[config.mk]
export PLATFORM = sky130hd
export DESIGN_NAME = pwm_clock_monitor
export DESIGN_NICKNAME = d
export VERILOG_FILES = /design/src/rtl/pwm_clock_monitor.sv
export SDC_FILE = /design/constraint.sdc
export NUM_CORES = 1
export LEC_CHECK = 0
export CORE_UTILIZATION = 25
export DETAILED_ROUTE_END_ITERATION = 8
export GPL_ROUTABILITY_DRIVEN = 0
export GPL_TIMING_DRIVEN = 0
export SYNTH_ARGS = -nofsm -noshare
export SYNTH_HDL_FRONTEND = slang
export SYNTH_SLANG_ARGS = --single-unit
[constraint.sdc]
create_clock -name clk -period 5.35 [get_ports clk]
set_input_delay 1.07 -clock clk [delete_from_list [all_inputs] [get_ports clk]]
set_output_delay 1.07 -clock clk [all_outputs]
set_load 0.05 [all_outputs]
[src/rtl/pwm_clock_monitor.sv]
// Receive-side monitor for a PWM-divided clock: recovers the divider from edge spacing
// and reports lock, loss of clock and mismatch against an expected divider.
module pwm_clock_monitor #(
    parameter int DIV_W      = 5,
    parameter int LOCK_COUNT = 4
) (
    input  logic             clk,
    input  logic             reset_n,
    input  logic             clear,
    input  logic             pwm_clk_in,
    input  logic [DIV_W-1:0] expected_divider,
    output logic [DIV_W-1:0] meas_divider,
    output logic             meas_valid,
    output logic             locked,
    output logic             no_clock,
    output logic             divider_err
);
    // state   | meaning
    // SEARCH  | no edge since reset/clear/timeout; interval counter idle at 0
    // MEASURE | timing edge intervals, counting identical measurements
    // LOCKED  | LOCK_COUNT identical measurements seen in a row
    typedef enum logic [1:0] {
        SEARCH  = 2'd0,
        MEASURE = 2'd1,
        LOCKED  = 2'd2
    } state_t;

    localparam int               CNT_W   = DIV_W + 1;
    localparam logic [CNT_W-1:0] CNT_MAX = '1;
    localparam logic [3:0]       LOCK_N  = 4'(LOCK_COUNT);

    state_t           state_q, state_d;
    logic             s1_q, s1_d;
    logic             s2_q, s2_d;
    logic             s3_q, s3_d;
    logic [CNT_W-1:0] cnt_q, cnt_d;
    logic [DIV_W-1:0] meas_divider_q, meas_divider_d;
    logic [DIV_W-1:0] ref_q, ref_d;
    logic [3:0]       match_cnt_q, match_cnt_d;
    logic             meas_valid_q, meas_valid_d;
    logic             locked_q, locked_d;
    logic             no_clock_q, no_clock_d;
    logic             divider_err_q, divider_err_d;

    logic             edge_det;
    logic             in_range;
    logic [DIV_W-1:0] meas_val;
    logic [3:0]       match_inc;

    assign edge_det  = s2_q ^ s3_q;
    assign in_range  = ~cnt_q[CNT_W-1];
    assign meas_val  = cnt_q[DIV_W-1:0];
    assign match_inc = (match_cnt_q >= LOCK_N) ? LOCK_N : match_cnt_q + 4'd1;

    always_comb begin
        s1_d           = pwm_clk_in;
        s2_d           = s1_q;
        s3_d           = s2_q;
        state_d        = state_q;
        cnt_d          = cnt_q;
        meas_divider_d = meas_divider_q;
        meas_valid_d   = 1'b0;
        ref_d          = ref_q;
        match_cnt_d    = match_cnt_q;
        divider_err_d  = divider_err_q;

        // Synchronizer keeps running through clear so a pending edge is consumed, not replayed.
        if (clear) begin
            state_d        = SEARCH;
            cnt_d          = '0;
            meas_divider_d = '0;
            ref_d          = '0;
            match_cnt_d    = '0;
            divider_err_d  = 1'b0;
        end else begin
            unique case (state_q)
                SEARCH: begin
                    cnt_d = '0;
                    if (edge_det) begin
                        state_d = MEASURE;
                    end
                end
                MEASURE, LOCKED: begin
                    if (edge_det) begin
                        cnt_d = '0;
                        if (in_range) begin
                            meas_divider_d = meas_val;
                            meas_valid_d   = 1'b1;
                            if (meas_val == ref_q) begin
                                match_cnt_d = match_inc;
                            end else begin
                                ref_d       = meas_val;
                                match_cnt_d = 4'd1;
                            end
                            state_d = (match_cnt_d == LOCK_N) ? LOCKED : MEASURE;
                            if ((state_d == LOCKED) && (meas_val != expected_divider)) begin
                                divider_err_d = 1'b1;
                            end
                        end else begin
                            match_cnt_d = '0;
                            state_d     = MEASURE;
                        end
                    end else if (cnt_q == CNT_MAX) begin
                        // Loss of clock: lock history is dropped so relock takes a full sequence.
                        state_d     = SEARCH;
                        cnt_d       = '0;
                        match_cnt_d = '0;
                    end else begin
                        cnt_d = cnt_q + CNT_W'(1);
                    end
                end
                default: begin
                    state_d = SEARCH;
                    cnt_d   = '0;
                end
            endcase
        end

        locked_d   = (state_d == LOCKED);
        no_clock_d = (state_d == SEARCH);
    end

    always_ff @(posedge clk or negedge reset_n) begin
        if (!reset_n) begin
            state_q        <= SEARCH;
            s1_q           <= 1'b0;
            s2_q           <= 1'b0;
            s3_q           <= 1'b0;
            cnt_q          <= '0;
            meas_divider_q <= '0;
            meas_valid_q   <= 1'b0;
            ref_q          <= '0;
            match_cnt_q    <= '0;
            locked_q       <= 1'b0;
            no_clock_q     <= 1'b1;
            divider_err_q  <= 1'b0;
        end else begin
            state_q        <= state_d;
            s1_q           <= s1_d;
            s2_q           <= s2_d;
            s3_q           <= s3_d;
            cnt_q          <= cnt_d;
            meas_divider_q <= meas_divider_d;
            meas_valid_q   <= meas_valid_d;
            ref_q          <= ref_d;
            match_cnt_q    <= match_cnt_d;
            locked_q       <= locked_d;
            no_clock_q     <= no_clock_d;
            divider_err_q  <= divider_err_d;
        end
    end

    assign meas_divider = meas_divider_q;
    assign meas_valid   = meas_valid_q;
    assign locked       = locked_q;
    assign no_clock     = no_clock_q;
    assign divider_err  = divider_err_q;

endmodule

==> impl_results.md <==
* Status: finished, final reports clean
* DRT iter0 DRCs at 90
* Clock Latency Late Sink at 290 ps
* Ys flop type: dfrtp_1
* Crit path kind: flip-flop to output pin
* Clk buf depth at 2
* Fin crit period at 2660 ps
* Final worst slack at 2690 ps
* Sequential share of the synthesized area at 0.508
* First drt pass iteration count at 4
* CP arrival at 1590 ps
* CTS resizes at 0
* Yosys reg bits at 29
* CTS tree: yes
* Final ANT Viol Nets at 0
* Postcts setup bufs at 0
* Netlist Area Pre-Place at 0.00143 sq mm
* PwrDens at 334 mW/mm^2
* Total CTS buffers at 5
* EDFF count, synth at 0
* Delay-heaviest family, CP: buffers and inverters
* Fin. Hold Viols at 0
* Pre-CTS setup slack at 2620 ps
* WL/cell at 12.2 microns
* FMAX at 376 MHz
* Post-Syn Nets at 146
* Flop pwr share at 0.406
* Max H-tree Level at 2
* Clock share of power at 0.395
* Final #Nets at 170
* Post-route clock period utilization at 0.497
* CTS Sinks at 29
* Core area at 0.00551 sq mm
* Drt via density at 4.46
* Max stage delay cell, worst path: clkdlybuf4s50_1
* Vias in the first global route at 1,049
* Max_slew headroom at 0.557
* Tightest Pin Transition at 665 ps
* DIE WIDTH at 77.6 microns
* Sw Ratio at 0.284
* Initial antenna violation count at 0
* Die height at 77.6 microns
* MaxCap Viol Count at 0
* Clk pin slew, worst setup/hold paths at 60 ps
* Logic pwr share at 0.199
* Int Power at 431 uW
* Required arrival time at the worst endpoint at 4280 ps
* Ys async rst share at 1.00
* RSZ-0062 raised after global routing: false
* Synth Warn # at 0
* Post-Synthesis Cells at 133
* Starting Density at 0.260
* First-pass GRT wire length at 4900 microns
* Count leader, synth: dfrtp_1
* Share of cells above drive strength 1 at 0.139
* Switch Pwr at 171 uW
* Final Skew at 10.1 ps
* # hold bufs at CTS at 0
* Synth cell types at 38
* Ant diodes at 0
* Post-synthesis average cell area at 10.8 sq um
* Area leader, netlist: dfrtp_1
* Setup crit start kind: flip-flop
* Worst setup EP type: output pin
* Worst path cell trace: clkdlybuf4s50_1
* I/O pins at 18
* IO Port Bufs at 17
* Crit-path max cell delay at 790 ps
* Fillers at 561
* Critical path peak fanout at 1
* Drt drc at 0
* FP Rows at 27
* Peak supply drop at 0.131 mV
* Most instantiated cells after synthesis: dfrtp_1 (28), nor2_1 (14), xor2_1 (9)
* Area delta synth->final at 26.0%
* Buffers & Inverters on Critical Path at 1
* Routed vias at 1,025
* Total gr overflow at 0
* Synth top area share at 0.490
* Fin. max-slew vios at 0
* P_leak at 0.859 nW
* Setup TNS at 0 ps
* Largest net degree at the start of global routing at 30
* DP HPWL at 2010 microns
* Synth area leaders: dfrtp_1 (49%), xor2_1 (5.5%), nor2_1 (3.7%)
* Worst min path class: flip-flop to flip-flop
* Die area at 0.00603 sq mm
* Final wirelength at 2800 microns
* Finish-stage setup viols at 0
* All-layer global routing usage at 0.109
* Clock root buffer: clkbuf_8
## cell usage in the layout, fill, tap and decap left out, drive strengths merged, types with 2 or more instances in the layout
master         netlist  final
nand2               10     10
o21ai                4      4
clkdlybuf4s50        0     16
a22o                 5      5
nor2                16     16
xnor2                6      6
nand3                4      4
nor3                 6      6
dfrtp               28     28
mux2i                5      5
and2                 4      4
xor2                10     10
inv                  4      4
a21oi                5      5
buf                  3      4
or4                  2      2
ha                   4      4
clkbuf               4     11
## routing by layer
metal	up-vias	GRT usage	routed length (microns)
li1	497	-	-
met3	7	0.0341	126
met5	-	0	0
met1	503	0.132	1330
met4	0	0.0679	75
met2	18	0.168	1270
## final timing paths
| check | slack (ps) | from | depth (start not counted) | end |
|---|---|---|---|---|
| min reg2reg | 350 | s1_q$_DFF_PN0_ | 0 | s2_q$_DFF_PN0_ |
| min in group asynchronous | 810 | reset_n | 1 | meas_divider[0]$_DFFE_PN0P_ |
| max | 2690 | no_clock$_DFF_PN1_ | 1 | no_clock |
| min | 350 | s1_q$_DFF_PN0_ | 0 | s2_q$_DFF_PN0_ |
| max in group asynchronous | 4100 | reset_n | 1 | cnt_q[1]$_DFF_PN0_ |
| max reg2reg | 3220 | state_q[0]$_DFF_PN0_ | 8 | match_cnt_q[2]$_DFFE_PN0P_ |
## cell families (layout without fill, tap and decap cells)
| kind of cell | count (synthesis) | after routing | share of synthesized area |
|---|---|---|---|
| muxes | 5 | 5 | 0.0350 |
| xor gates and xnor gates | 16 | 16 | 0.108 |
| buffers and inverters | 11 | 36 | 0.0359 |
| adders and majority gates | 4 | 4 | 0.0350 |
| AOI/OAI and AO/OA | 21 | 21 | 0.103 |
| DFF | 29 | 29 | 0.508 |
| and+or+nand+nor | 47 | 47 | 0.174 |
## state kept, by name, indices dropped and copies added, names as in the netlist
name	flops
locked	1
cnt_q	6
divider_err	1
no_clock	1
meas_valid	1
meas_divider	5
s3_q	1
ref_q	5
s1_q	1
match_cnt_q	4
s2_q	1
state_q	2
## worst reg2reg max path, stage by stage, from the launching register on
cell      delay (ps)
dfrtp_1          370
inv_1             70
ha_1             270
clkbuf_1         300
nand2b_1         170
nor3_2           480
o21ai_0          180
a21oi_1          160
a21o_1            90
## stage by stage
stage / cells / utilization / cell area (sq um) / power (mW) / hold WS [ps]
final: 230 / 0.327 / 1800 / 0.602 / 350
after global routing: 230 / 0.327 / 1800 / 0.631 / 373
after CTS: 230 / 0.328 / 1810 / 0.611 / 352
after detailed placement: 222 / 0.307 / 1690 / 0.369 / 337
after global placement: 222 / 0.307 / 1690 / 0.367 / 336
after floorplan: 133 / - / 1430 / 0.330 / 331
## power groups by stage
stage	Sequential (mW)	Clock [mW]	Combinational, mW
final	0.244	0.238	0.120
after detailed placement	0.249	0	0.121
after CTS	0.244	0.246	0.121
after global placement	0.248	0	0.119
after global routing	0.246	0.252	0.133
after floorplan	0.265	0	0.0656
## final cells by class
type                    count  area, sq um  area share
well taps                  72         90.1      0.0500
inverters                   4         15.0     0.00833
clock inverters             1         30.0      0.0167
clock buffers               7         86.3      0.0479
plain buffers               7         36.3      0.0201
repair buffers             17          165      0.0917
multi-input cells          93          652       0.362
flip-flops and latches     29          727       0.403
Power figures use the tool's default switching activity.
